===== src/rtl/alu_arbiter.sv =====
// alu_arbiter: round-robin scheduler sharing one registered 4-bit ALU between two requesters,
// with per-requester carry flags and error responses for illegal opcodes and ALU timeouts.
module alu_arbiter #(
  parameter int TIMEOUT = 4
) (
  input  logic       clk,
  input  logic       reset,
  input  logic [1:0] req_valid,
  output logic [1:0] req_ready,
  input  logic [7:0] req_a,
  input  logic [7:0] req_b,
  input  logic [7:0] req_ctl,
  output logic [1:0] rsp_valid,
  input  logic [1:0] rsp_ready,
  output logic [3:0] rsp_alu,
  output logic       rsp_carry,
  output logic       rsp_zero,
  output logic       rsp_err,
  output logic       alu_valid_in,
  output logic [3:0] alu_a,
  output logic [3:0] alu_b,
  output logic       alu_cin,
  output logic [3:0] alu_ctl,
  input  logic       alu_valid_out,
  input  logic [3:0] alu_result,
  input  logic       alu_carry,
  input  logic       alu_zero
);
  typedef enum logic [1:0] {IDLE, ISSUE, WAIT, RESP} state_t;
  state_t state, state_nx;
  logic rr_ptr, owner, win, any_req, legal, timed_out;
  logic [1:0] cflag;
  logic [7:0] cnt;
  logic [3:0] sel_a, sel_b, sel_ctl;
  always_comb begin
    any_req = |req_valid;
    win = &req_valid ? rr_ptr : req_valid[1];
    sel_a = win ? req_a[7:4] : req_a[3:0];
    sel_b = win ? req_b[7:4] : req_b[3:0];
    sel_ctl = win ? req_ctl[7:4] : req_ctl[3:0];
    legal = sel_ctl <= 4'hD;
    timed_out = cnt == 8'(TIMEOUT - 1);
  end
  always_ff @(posedge clk or posedge reset)
    if (reset) state <= IDLE;
    else state <= state_nx;
  always_comb begin
    state_nx = state;
    case (state)
      IDLE:    state_nx = any_req ? (legal ? ISSUE : RESP) : IDLE;
      ISSUE:   state_nx = WAIT;
      WAIT:    state_nx = (alu_valid_out || timed_out) ? RESP : WAIT;
      default: state_nx = rsp_ready[owner] ? IDLE : RESP;
    endcase
  end
  // req_ready is gated by reset so every output reads zero while reset is held
  always_comb begin
    req_ready = (state == IDLE && any_req && !reset) ? (win ? 2'b10 : 2'b01) : 2'b00;
    rsp_valid = (state == RESP) ? (owner ? 2'b10 : 2'b01) : 2'b00;
    alu_valid_in = state == ISSUE;
  end
  // ALU operand registers load only for legal accepts, so they hold until the next issue
  always_ff @(posedge clk or posedge reset) begin
    if (reset) begin
      rr_ptr <= 1'b0;
      owner <= 1'b0;
      cflag <= '0;
      cnt <= '0;
      alu_a <= '0;
      alu_b <= '0;
      alu_ctl <= '0;
      alu_cin <= 1'b0;
      rsp_alu <= '0;
      rsp_carry <= 1'b0;
      rsp_zero <= 1'b0;
      rsp_err <= 1'b0;
    end else begin
      if (state == IDLE && any_req) begin
        owner <= win;
        rr_ptr <= ~win;
        if (legal) begin
          alu_a <= sel_a;
          alu_b <= sel_b;
          alu_ctl <= sel_ctl;
          alu_cin <= cflag[win];
        end else begin
          rsp_alu <= '0;
          rsp_carry <= 1'b0;
          rsp_zero <= 1'b0;
          rsp_err <= 1'b1;
        end
      end
      if (state == ISSUE) cnt <= '0;
      if (state == WAIT) begin
        if (alu_valid_out) begin
          rsp_alu <= alu_result;
          rsp_carry <= alu_carry;
          rsp_zero <= alu_zero;
          rsp_err <= 1'b0;
          cflag[owner] <= alu_carry;
        end else if (timed_out) begin
          rsp_alu <= '0;
          rsp_carry <= 1'b0;
          rsp_zero <= 1'b0;
          rsp_err <= 1'b1;
        end else begin
          cnt <= cnt + 8'd1;
        end
      end
    end
  end
endmodule


===== config.mk =====
export PLATFORM = sky130hd
export DESIGN_NAME = alu_arbiter
export DESIGN_NICKNAME = d
export VERILOG_FILES = /design/src/rtl/alu_arbiter.sv
export SDC_FILE = /design/constraint.sdc
export NUM_CORES = 1
export LEC_CHECK = 0
export CAP_MARGIN = 20
export CORE_UTILIZATION = 35
export CTS_CLUSTER_DIAMETER = 200
export CTS_CLUSTER_SIZE = 16
export DETAILED_ROUTE_END_ITERATION = 16
export GPL_TIMING_DRIVEN = 0
export PLACE_DENSITY = 0.65
export SLEW_MARGIN = 5
export SYNTH_ARGS = -nofsm -noshare
export SYNTH_HDL_FRONTEND = slang
export SYNTH_SLANG_ARGS = --single-unit
export TNS_END_PERCENT = 1

===== constraint.sdc =====
create_clock -name clk -period 2.45 [get_ports clk]
set_input_delay 0.3675 -clock clk [delete_from_list [all_inputs] [get_ports clk]]
set_output_delay 0.3675 -clock clk [all_outputs]
set_load 0.02 [all_outputs]

== Yosys cells after proc, flatten, opt, wreduce, memory -nomap -nowiden ==
Cells that the tools add are included.
W data, S select, Z words.

* Flip-flop bits (word level): 34
* Word-level logic and storage cells: 77
* Output and inout bits: 25

* $add $sub $neg: 1
* Equal/unequal tests: 4
* Reductions and logical operators: 10
* Muxes and demuxes: 44
* Bitwise gates (word level): 1
* Magnitude comparators: 4

{| class="wikitable"
|+ Operator list
! cell !! count
|-
| $mux W4 || 8
|-
| $mux W8 || 4
|-
| $mux W1 || 22
|-
| $mux W2 || 7
|-
| $add A8 B1 Y8 const B || 1
|-
| $eq A8 B2 Y1 const B || 1
|-
| $pmux W2 S3 || 1
|-
| $reduce_and A2 Y1 || 3
|-
| $eq A2 B2 Y1 const B || 2
|-
| $le A4 B4 Y1 const B || 1
|-
| $lt A1 B2 Y1 const B || 2
|-
| $logic_and A1 B1 Y1 || 3
|-
| $bwmux W2 || 1
|-
| $eq A2 B1 Y1 const B || 1
|-
| $logic_not A2 Y1 || 1
|-
| $reduce_or A2 Y1 || 1
|-
| $demux W1 S1 || 1
|-
| $ge A1 B1 Y1 const B || 1
|-
| $logic_not A1 Y1 || 1
|-
| $logic_or A1 B1 Y1 || 1
|-
| $not A1 Y1 || 1
|}

== Longest topological paths before layout ==
* Depth in word-level cells: 9
* Gate-level depth with buffers: 7
* Depth with buffers taken out: 6

== Least setup slack after synthesis ==
OpenSTA, ideal clock, no wires.

* Path type: input to output
* From: input reset
* To: output req_ready[1]
* Cell stages on the path: 2
* Slack: 0.593 ns
* Data arrival time: 1.490 ns
* Required time: 2.082 ns
* Path through: inv_1 and3_1

* Longest elaborated chain between the ends: 3

{| class="wikitable"
|+ RTL lines
! what !! RTL line !! RTL
|-
| start: declaration || 7 || <nowiki>input logic reset,</nowiki>
|-
| $logic_not A1 Y1 (no line) || n/a ||
|-
| $logic_and A1 B1 Y1 || 58 || <nowiki>req_ready = (state == IDLE && any_req && !reset) ? (win ? 2'b10 : 2'b01) : 2'b00;</nowiki>
|-
| $mux W2 || 58 ||
|-
| end: declaration || 9 || <nowiki>output logic [1:0] req_ready,</nowiki>
|}

No other way between the ends.

== Final worst setup path ==
* From: input req_valid[0]
* To: output req_ready[1]

* Longest elaborated chain between the ends: 4
* Elaborated cells on any way between the ends: 7
* Classes of those cells: 3 x mux; 4 x reduce/logical

{| class="wikitable"
|+ RTL lines
! what !! RTL line !! RTL
|-
| start: declaration || 8 || <nowiki>input logic [1:0] req_valid,</nowiki>
|-
| $reduce_and A2 Y1 or $reduce_or A2 Y1 (tied branches) || 37, 36 ||
|-
| $mux W1 or $logic_and A1 B1 Y1 (tied branches) || 37, 58 ||
|-
| $mux W2 or $logic_and A1 B1 Y1 (tied branches) || 58 ||
|-
| $mux W2 (*) || 58 ||
|}

Mark *: on every way between the ends. The rest lies on a longest branch, timed or not.

==> out/qor.yml <==
synth_cells: 156
cts_tree: "done"
gp_congestion: 0.780
routedWlPerCell_um: 13.3
synth.distinct_cells: 37
cts_resized: 2
max_clock_freq_ghz: 0.424
criticalPathCategory: "input pin to output port"
required_ns: 2.08
critPathSlowestCell: "clkdlybuf4s50_1"
cp_max_fo: 6
irDropWorstVdd_uv: 508
finClkSkew_ns: 0.00292
clockBufferDepth: 2
fin_util_pct: 53.2
met3_usage_pct: 4.42
p_leak_nw: 1.08
grtUsageMet2_pct: 24.7
final_layout_size_suffix_gt1_share_pct: 18.8
htreeDepth: 2
p_clk_share_pct: 15.7
layout.nets: 266
crit_path_frequent_cell: "clkdlybuf4s50_1"
synth-async-reset-ratio_pct: 100
viasPerCell: 4.75
grt_pass1_vias: 1356
cap_viol_max_count: 0
cts_hold_buf: 0
crit_arrival_ns: 1.99
crit_buf_inv: 2
synth-seq-cells: 34
synth_most_common_cell: "dfrtp_1"
io_pins: 62
syn-num-nets: 199
switching_share_pct: 37.1
grt_pass1_wl_um: 6490
dr.pass1.iters: 4
cp_cell_sequence: "clkdlybuf4s50_1 -> nand2b_1 -> and2_2 -> and3_1 -> clkdlybuf4s50_1"
powerDensity_mw_per_mm2: 1090
synthMuxAreaShare_pct: 17.7
setup_viol: 0
power_frac_comb_pct: 49.9
gr-total-overflow: 0
synth_top_family_by_area: "multiplexers"
synth.avg_cell_area_um2: 11.2
portBuffers: 61
wl_um: 3870
crit_family: "buffers and inverters"
netlist_area_mm2: 0.00175
insertion_delay_ns: 0.29
numCtsBuffers: 5
root_buffer: "clkbuf_8"
netlist_top_cells_count: "dfrtp_1, mux2_2, nand2_1"
rsz0062_at_grt: "no"
insertedDiodeCount: 0
synth_edf_count: 0
min_period_over_period_pct: 96.2
dpl_cell_area_mm2: 0.00245
pwr-share-seq_pct: 34.4
post_cts_buffers: 0
status: "finished, final reports clean"
p_sw_w: 0.00103
syn2layout_area_growth_pct: 45.1
detail_route.drc_violations: 0
synth_top_area_share_pct: 48.5
first_iter_violations: 66
rrSetupSlack_ns: 0.32
synth-simple-area-share_pct: 13.3
clk_pin_slew_worst_paths_ns: 0.07
synth_area_leaders: "dfrtp_1, mux2_2, ha_1"
placement_rows: 25
end_kind: "output port"
yosys.area.top_type: "dfrtp_1"
start_util_pct: 36.6
max_stage_delay_ns: 0.53
grt_use_total_pct: 16.4
ant_nets: 0
use_met1_pct: 22.8
die_area_mm2: 0.00530
place_hpwl_um: 2840
fin_total_pwr_w: 0.00277
intPower_w: 0.00175
core-area_mm2: 0.00479
cp_num_cells: 5
synthAdderAreaFrac_pct: 4.28
grt_max_degree: 36
rr_worst_depth: 6
busiest_layer: "met2"
yosysWarningCount: 0
routed-via-count: 1383
synth-main-ff-cell: "dfrtp_1"
finalHoldViolCount: 0
period_minus_slack_ns: 2.36
reg2reg_from: "state[0]$_DFF_PP0_"
post-route-cell-area_mm2: 0.00254
clock-sinks: 34
fin_setup_tns_ns: 0
hold_path.class: "input pin to async pin"
relSlewSlack_pct: 54.1
synth-seq-area-share_pct: 48.5
grt_antenna_before_repair: 0
die_h_um: 72.8
worst_pin_slew_ns: 0.680
synth_xor_area_share_pct: 0.500
drv_slew: 0
r2r-end: "alu_cin$_DFFE_PP0P_"
synth_compound_area_share_pct: 13.3
worst_setup_path_start_kind: "input pin"
fp.dieW_um: 72.8
## registers in the layout, summed over array words and instances (netlist names), 2 cells and up
signal / flops
alu_ctl: 4
state: 2
alu_a: 4
cnt: 8
rsp_alu: 4
cflag: 2
alu_b: 4
## worst reg2reg max path: cells and delay by family (launching register included)
family / cells / cell delay (ns)
buffers and inverters: 2 / 0.36
flip-flops: 1 / 0.42
multiplexers: 1 / 0.35
AND/OR/NAND/NOR: 1 / 0.43
adder cells (fa/ha/maj): 1 / 0.26
AO/OA/AOI/OAI: 1 / 0.21
## logic make-up (layout without fill, tap and decap cells)
family	after synthesis	after routing
muxes	28	28
DFF	34	34
adders and majority gates	6	6
buffers and inverters	8	76
xor gates and xnor gates	1	1
and+or+nand+nor	46	46
AOI/OAI and AO/OA	33	33
## worst max path at each step
stage	endpoint	startpoint	slack, ns
CTS	req_ready[1]	req_valid[0]	0.004
global placement	req_ready[1]	reset	-0.67
global route	req_ready[1]	req_valid[0]	0.007
floorplan	req_ready[1]	reset	0.59
detailed placement	req_ready[1]	reset	-0.19
finish	req_ready[1]	req_valid[0]	0.09
## cell usage in the layout (no fill, tap or decap), drive strengths merged, types with 6 or more instances in the layout
cell type      instances
clkdlybuf4s50         60
nor2                   6
clkbuf                 7
mux2                  24
dfrtp                 34
o21ai                 10
ha                     6
nand2                 19
and3                   6
## through the flow
| step | cells | worst slack, ns | hold slack, ns |
|---|---|---|---|
| floorplan | 156 | 0.593 | 0.450 |
| global route | 291 | 0.00711 | 0.474 |
| detailed placement | 284 | -0.187 | 0.481 |
| global placement | 284 | -0.672 | 0.471 |
| CTS | 291 | 0.00419 | 0.476 |
| finish | 291 | 0.0941 | 0.454 |
## metal layers
layer	wire length (um)	share of wire (%)
met3	149	3.8
met5	0	0
met1	1900	49
met2	1760	45
met4	58	1.5
## power groups by stage
stage	registers, W	logic, W	clock network, W
after global routing	0.000996	0.00150	0.000480
after global placement	0.000963	0.00139	0
final	0.000956	0.00138	0.000435
after CTS	0.000959	0.00140	0.000458
after floorplan	0.00114	0.000642	0
after detailed placement	0.000962	0.00140	0
## layout make-up
cell class	count	area [um2]
Tap cell	67	83.8
Clock buffer	6	82.6
Timing Repair Buffer	61	609
Buffer	3	22.5
Clock inverter	2	12.5
Fill cell	434	2240
Sequential cell	34	851
Inverter	4	20.0
Multi-Input combinational cell	114	862
Power figures use the tool's default switching activity.
